File: src/rtl/config_pkg.sv
// Shared configuration for the radix-2 divider: quotient width and FSM state encoding.
package config_pkg;
    localparam int DIVb = 16;

    typedef enum logic [1:0] {
        IDLE = 2'd0,
        BUSY = 2'd1,
        DONE = 2'd2
    } state_t;
endpackage

File: src/rtl/fdivsqrtuotfc2.sv
// Radix-2 on-the-fly converter: folds one signed digit into the U / U-1ulp pair.
module fdivsqrtuotfc2
    import config_pkg::*;
#(
    parameter int DIVb = config_pkg::DIVb
) (
    input  logic            up,
    input  logic            un,
    input  logic [DIVb+1:0] C,
    input  logic [DIVb:0]   U,
    input  logic [DIVb:0]   UM,
    output logic [DIVb:0]   UNext,
    output logic [DIVb:0]   UMNext
);
    logic [DIVb:0] w_k;
    logic          w_unused_c_top;

    assign w_unused_c_top = C[DIVb+1];

    // C is a thermometer code; its lowest set bit marks the current digit position.
    assign w_k[0] = C[0];
    genvar gi;
    generate
        for (gi = 1; gi <= DIVb; gi++) begin : g_onehot
            assign w_k[gi] = C[gi] & ~C[gi-1];
        end
    endgenerate

    always_comb begin
        UNext  = U;
        UMNext = UM;
        if (up) begin
            UNext  = U | w_k;
            UMNext = U;
        end else if (un) begin
            UNext  = UM | w_k;
            UMNext = UM;
        end else begin
            UNext  = U;
            UMNext = UM | w_k;
        end
    end
endmodule

File: src/rtl/fdivsqrt_r2_seq.sv
// Sequential radix-2 SRT divider: one quotient digit per cycle, DIVb+1 digits per operation.
module fdivsqrt_r2_seq
    import config_pkg::*;
#(
    parameter int DIVb = config_pkg::DIVb
) (
    input  logic          clk,
    input  logic          reset,
    input  logic          Start,
    input  logic          Flush,
    input  logic [DIVb:0] X,
    input  logic [DIVb:0] D,
    output logic          Busy,
    output logic          Done,
    output logic [DIVb:0] Q,
    output logic [DIVb:0] QM,
    output logic          RemNeg
);
    localparam int WW = DIVb + 4;
    localparam int CW = $clog2(DIVb + 1);

    state_t          r_state, w_state_next;
    logic [WW-1:0]   r_w, w_w2, w_d_ext, w_w_next;
    logic [DIVb:0]   r_d, r_u, r_um, w_u_next, w_um_next;
    logic [DIVb+1:0] r_c;
    logic [CW-1:0]   r_cnt;
    logic [3:0]      w_e;
    logic            w_up, w_un, w_accept, w_step;

    assign w_accept = (r_state == IDLE) && Start && !Flush;
    assign w_step   = (r_state == BUSY) && !Flush;

    always_comb begin
        w_state_next = r_state;
        unique case (r_state)
            IDLE:    if (Start) w_state_next = BUSY;
            BUSY:    if (r_cnt == '0) w_state_next = DONE;
            DONE:    w_state_next = IDLE;
            default: w_state_next = IDLE;
        endcase
        if (Flush) w_state_next = IDLE;
    end

    always_ff @(posedge clk) begin
        if (reset) r_state <= IDLE;
        else       r_state <= w_state_next;
    end

    // Residual: sign, 2 integer bits, DIVb+1 fraction bits; D is aligned to the same point.
    assign w_w2    = {r_w[WW-2:0], 1'b0};
    assign w_e     = w_w2[WW-1 -: 4];
    assign w_up    = $signed(w_e) >= 4'sd1;
    assign w_un    = $signed(w_e) < -4'sd1;
    assign w_d_ext = {2'b00, r_d, 1'b0};

    always_comb begin
        w_w_next = w_w2;
        if (w_up)      w_w_next = w_w2 - w_d_ext;
        else if (w_un) w_w_next = w_w2 + w_d_ext;
    end

    fdivsqrtuotfc2 #(.DIVb(DIVb)) u_otfc (
        .up     (w_up),
        .un     (w_un),
        .C      (r_c),
        .U      (r_u),
        .UM     (r_um),
        .UNext  (w_u_next),
        .UMNext (w_um_next)
    );

    always_ff @(posedge clk) begin
        if (reset) begin
            r_d   <= '0;
            r_w   <= '0;
            r_u   <= '0;
            r_um  <= '0;
            r_c   <= '0;
            r_cnt <= '0;
        end else if (w_accept) begin
            r_d   <= D;
            r_w   <= {3'b000, X};
            r_u   <= '0;
            r_um  <= '0;
            r_c   <= {2'b11, {DIVb{1'b0}}};
            r_cnt <= CW'(DIVb);
        end else if (w_step) begin
            r_w  <= w_w_next;
            r_u  <= w_u_next;
            r_um <= w_um_next;
            r_c  <= {1'b1, r_c[DIVb+1:1]};
            if (r_cnt != '0) r_cnt <= r_cnt - CW'(1);
        end
    end

    assign Busy   = (r_state == BUSY);
    assign Done   = (r_state == DONE);
    assign Q      = r_u;
    assign QM     = r_um;
    assign RemNeg = r_w[WW-1];
endmodule

File: config.mk
export PLATFORM = sky130hd
export DESIGN_NAME = fdivsqrt_r2_seq
export DESIGN_NICKNAME = d
export VERILOG_FILES = /design/src/rtl/config_pkg.sv /design/src/rtl/fdivsqrtuotfc2.sv /design/src/rtl/fdivsqrt_r2_seq.sv
export SDC_FILE = /design/constraint.sdc
export NUM_CORES = 1
export LEC_CHECK = 0
export BUFFER_PORTS_ARGS = -buffer_cell sky130_fd_sc_hd__buf_2
export CAP_MARGIN = 20
export CORE_ASPECT_RATIO = 0.5
export CORE_UTILIZATION = 60
export DETAILED_ROUTE_END_ITERATION = 12
export GPL_ROUTABILITY_DRIVEN = 0
export GPL_TIMING_DRIVEN = 0
export PLACE_DENSITY = 0.86
export SYNTH_ARGS = -nofsm -noshare
export SYNTH_HDL_FRONTEND = slang
export SYNTH_SLANG_ARGS = --single-unit
File: constraint.sdc
create_clock -name clk -period 4.1 [get_ports clk]
set_input_delay 0 -clock clk [delete_from_list [all_inputs] [get_ports clk]]
set_output_delay 0 -clock clk [all_outputs]
set_load 0.01 [all_outputs]
==> summary.md <==
| Metric | Value |
|---|---|
| Clock root buffer | clkbuf_16 |
| Finished Layout Cells | 1084 |
| Leakage | 0.00295 uW |
| Die height | 73.2 um |
| CP Cell Sequence | inv_1 -> ha_1 -> fa_1 -> and2b_1 -> o2111ai_1 -> a311o_1 -> o21bai_2 -> nor2_1 -> or4_1 -> a31oi_1 |
| Cell variety after synth | 67 |
| Post-DR vias/cell | 6.37 |
| Clock sinks | 96 |
| Register area share after synthesis | 31.6% |
| Antenna Cells | 0 |
| Synth area leaders | dfxtp_1 32%, a21oi_1 9.0%, nand2_1 8.9% |
| 1st-pass router iterations | 6 |
| Worst path required time | 4.37 ns |
| GRT overflow | 0 |
| Slew @ Worst Pin | 1.07 ns |
| Unrepaired setup endpoints after global routing | false |
| Starting density of the core | 63.2% |
| Post-Route WL | 19500 um |
| Final HPWL from detailed placement | 13400 um |
| FMAX | 0.332 GHz |
| Clock Power Share | 37.9% |
| CTS tree | yes |
| Crit path max-delay family | compound AO/OA/AOI/OAI gates |
| Reg power frac | 42.7% |
| Synth top area share | 31.6% |
| Library cell with the largest summed area after synthesis | dfxtp_1 |
| Top layer in use | met4 |
| Core ar. | 9630 sq um |
| Type of the worst min-delay path | in2reg |
| Power share of the combinational group | 19.4% |
| Mean Syn Cell Area | 7.34 sq um |
| Synthesized flop and latch total | 96 |
| Total power | 2280 uW |
| Initial antenna violation count | 0 |
| Die width | 144 um |
| Most used DFF post-synth | dfxtp_1 |
| VDD IR max | 0.242 mV |
| Inst Count DP | 1038 |
| Post-CTS Setup Bufs | 0 |
| Outcome | finished clean |
| Largest net degree at the start of global routing | 19 |
| Synthesis Warnings | 0 |
| Worst Path Buf+Inv | 1 |
| Per-cell routed wire length | 18.0 um |
| Antenna Nets Post-Route | 0 |
| Final core utilization | 75.0% |
| Max incr delay on CP | 0.53 ns |
| Post-synthesis cell area | 6090 sq um |
| GRT Total Usage | 36.9% |
| DR WL met3 | 2420 um |
| Critical path arrival | 3.28 ns |
| Critical path class | reg2reg |
| Clock Pin Slew Worst Setup and Hold Paths | 0.07 ns |
| Final-report setup violation count | 0 |
| Layout area overhead | 18.7% |
| EDFF count, synth | 0 |
| Setup crit start kind | register |
| Net count reported at finish | 1020 |
| Slowest CP cell | or4_1 |
| H-tree levels | 3 |
| CTS buffer count | 9 |
| DRC | 0 |
| CTS max path bufs | 2 |
| Internal Pwr Total | 1570 uW |
| Clock skew | 0.0125 ns |
| Endpoints failing hold | 0 |
| Vias post-DR | 6906 |
| Worst rel slew slack | 28.6% |
| Cell count after synthesis | 829 |
| Switching pwr | 713 uW |
| Hold Slack | 0.0536 ns |
| Slew Viols, Final | 0 |
| Final worst path period need | 3.01 ns |
| Initial DRC Count | 791 |
| Layout cells sized above 1 | 11.7% |
| Die area | 10600 sq um |
| Power per cell area | 316 nW/um^2 |
| Endpoint class of the critical path | register |
| Vias in the first global route | 6108 |
| Tcrit/Tclk final | 73.5% |
| CP max FO | 4 |
| # Max-Cap Violations | 0 |
| IO Count | 75 |
| First-pass GRT wire length | 30200 um |
| Cell Rows | 25 |
| Syn_nets | 905 |
| Met2 Wirelength | 8400 um |
| Port bufs | 74 |
| Worst skew pair latency | 0.35 ns |
| Post-synthesis async set-or-reset flop share | 0% |
| Switching Share | 31.3% |
| Met1 WL | 7960 um |
| Fin Setup TNS | 0 ns |
sequential cells by signal, summed over array words and instances (netlist names):
| signal | flops |
|---|---|
| r_w | 20 |
| r_c | 18 |
| QM | 17 |
| Q | 17 |
| r_d | 17 |
| r_cnt | 5 |
| r_state | 2 |
layout by cell type, fill, tap and decap left out, types with 6 or more instances in the layout:
master and instances:
nor2b_1 9, nor3b_1 17, buf_2 84, a221oi_1 8
nand2b_1 22, a21o_1 11, ha_1 36, o21ai_0 45
nor3_1 26, a221o_1 6, nand3_1 12, clkbuf_1 40
a21oi_1 109, dfxtp_1 96, a31oi_1 9, a211oi_1 11
nand2_1 145, clkbuf_16 9, mux2i_1 6, inv_1 43
a22oi_1 8, nor2_1 58, o22ai_1 6, dlygate4sd3_1 30
power by group through the flow:
stage,logic [uW],clock network (uW),registers [uW]
6_report,442,863,975
4_1_cts,421,857,974
3_3_place_gp,385,0,994
5_1_grt,474,898,977
2_1_floorplan,287,0,990
3_5_place_dp,395,0,995
per-layer routing:
layer	GRT usage, %	vias up
met5	0	-
met4	14.2	0
met3	9.19	84
met2	59.8	472
met1	47.6	3199
li1	-	3151
through the flow:
step | setup WS, ns | area (sq um)
after floorplan | 1.54 | 6090
after global placement | 1.24 | 6630
after detailed placement | 1.18 | 6630
after CTS | 1.17 | 7220
after global routing | 0.963 | 7220
final | 1.09 | 7220
repair_timing:
item                                   4_1_cts  5_1_grt
endpoints found under the hold margin       30        0
hold buffers                                30        0
resized for setup                            0        0
setup endpoints to repair                    0        0
layout make-up:
class	instances	area, sq um
sequential	96	1920
inverter	43	161
clock buffer	10	239
fill	768	2410
tap	135	169
timing repair buffer	104	671
buffer	53	211
clock inverter	6	57.6
multi-input combinational	637	3790
cells by family after synthesis:
| group | Yosys count | share of synthesized area [%] |
|---|---|---|
| and+or+nand+nor | 323 | 24.8 |
| AOI/OAI and AO/OA | 264 | 27.6 |
| buffers and inverters | 96 | 6.13 |
| DFF | 96 | 31.6 |
| adders and majority gates | 38 | 8.06 |
| muxes | 7 | 1.17 |
| xor gates and xnor gates | 5 | 0.719 |
tightest hold or removal path: cells and delay by family:
kind,cells,cell delay (ns)
AO/OA/AOI/OAI,2,0.18
buffers and inverters,1,0.17
cells in the mapped netlist, types with 3 or more instances:
master and n:
nand3_1 12, o31ai_1 4, and2_1 4, o22ai_1 6, nand3b_1 3, nor4_1 4, a22oi_1 8, a211oi_1 11
o221ai_1 3, o21bai_1 5, a221o_1 6, nand2b_1 22, a21o_1 11, nand2_1 145, ha_1 36, a221oi_1 8
buf_1 3, nor2b_1 9, a31oi_1 9, or3_1 5, or2_2 4, or4_1 3, mux2i_1 6, nor3_1 26
a211o_1 3, and3_1 4, inv_1 43, buf_2 10, nor2_1 58, nor3b_1 17, o21ai_0 45, xnor2_1 4
nor4b_1 3, dfxtp_1 96, a21oi_1 109, clkbuf_1 40, o211ai_1 4
worst paths after layout:
kind	startpoint	end	slack [ns]	depth (start not counted)
max	r_w[0]$_SDFFE_PP0P_	r_w[11]$_SDFFE_PP0P_	1.09	10
min	reset	r_w[12]$_SDFFE_PP0P_	0.05	3
max reg2reg	r_w[0]$_SDFFE_PP0P_	r_w[11]$_SDFFE_PP0P_	1.09	10
min reg2reg	r_c[17]$_SDFFE_PP0P_	r_c[16]$_SDFFE_PP0P_	0.47	2
Note: power is estimated with default switching activity, not from simulation.
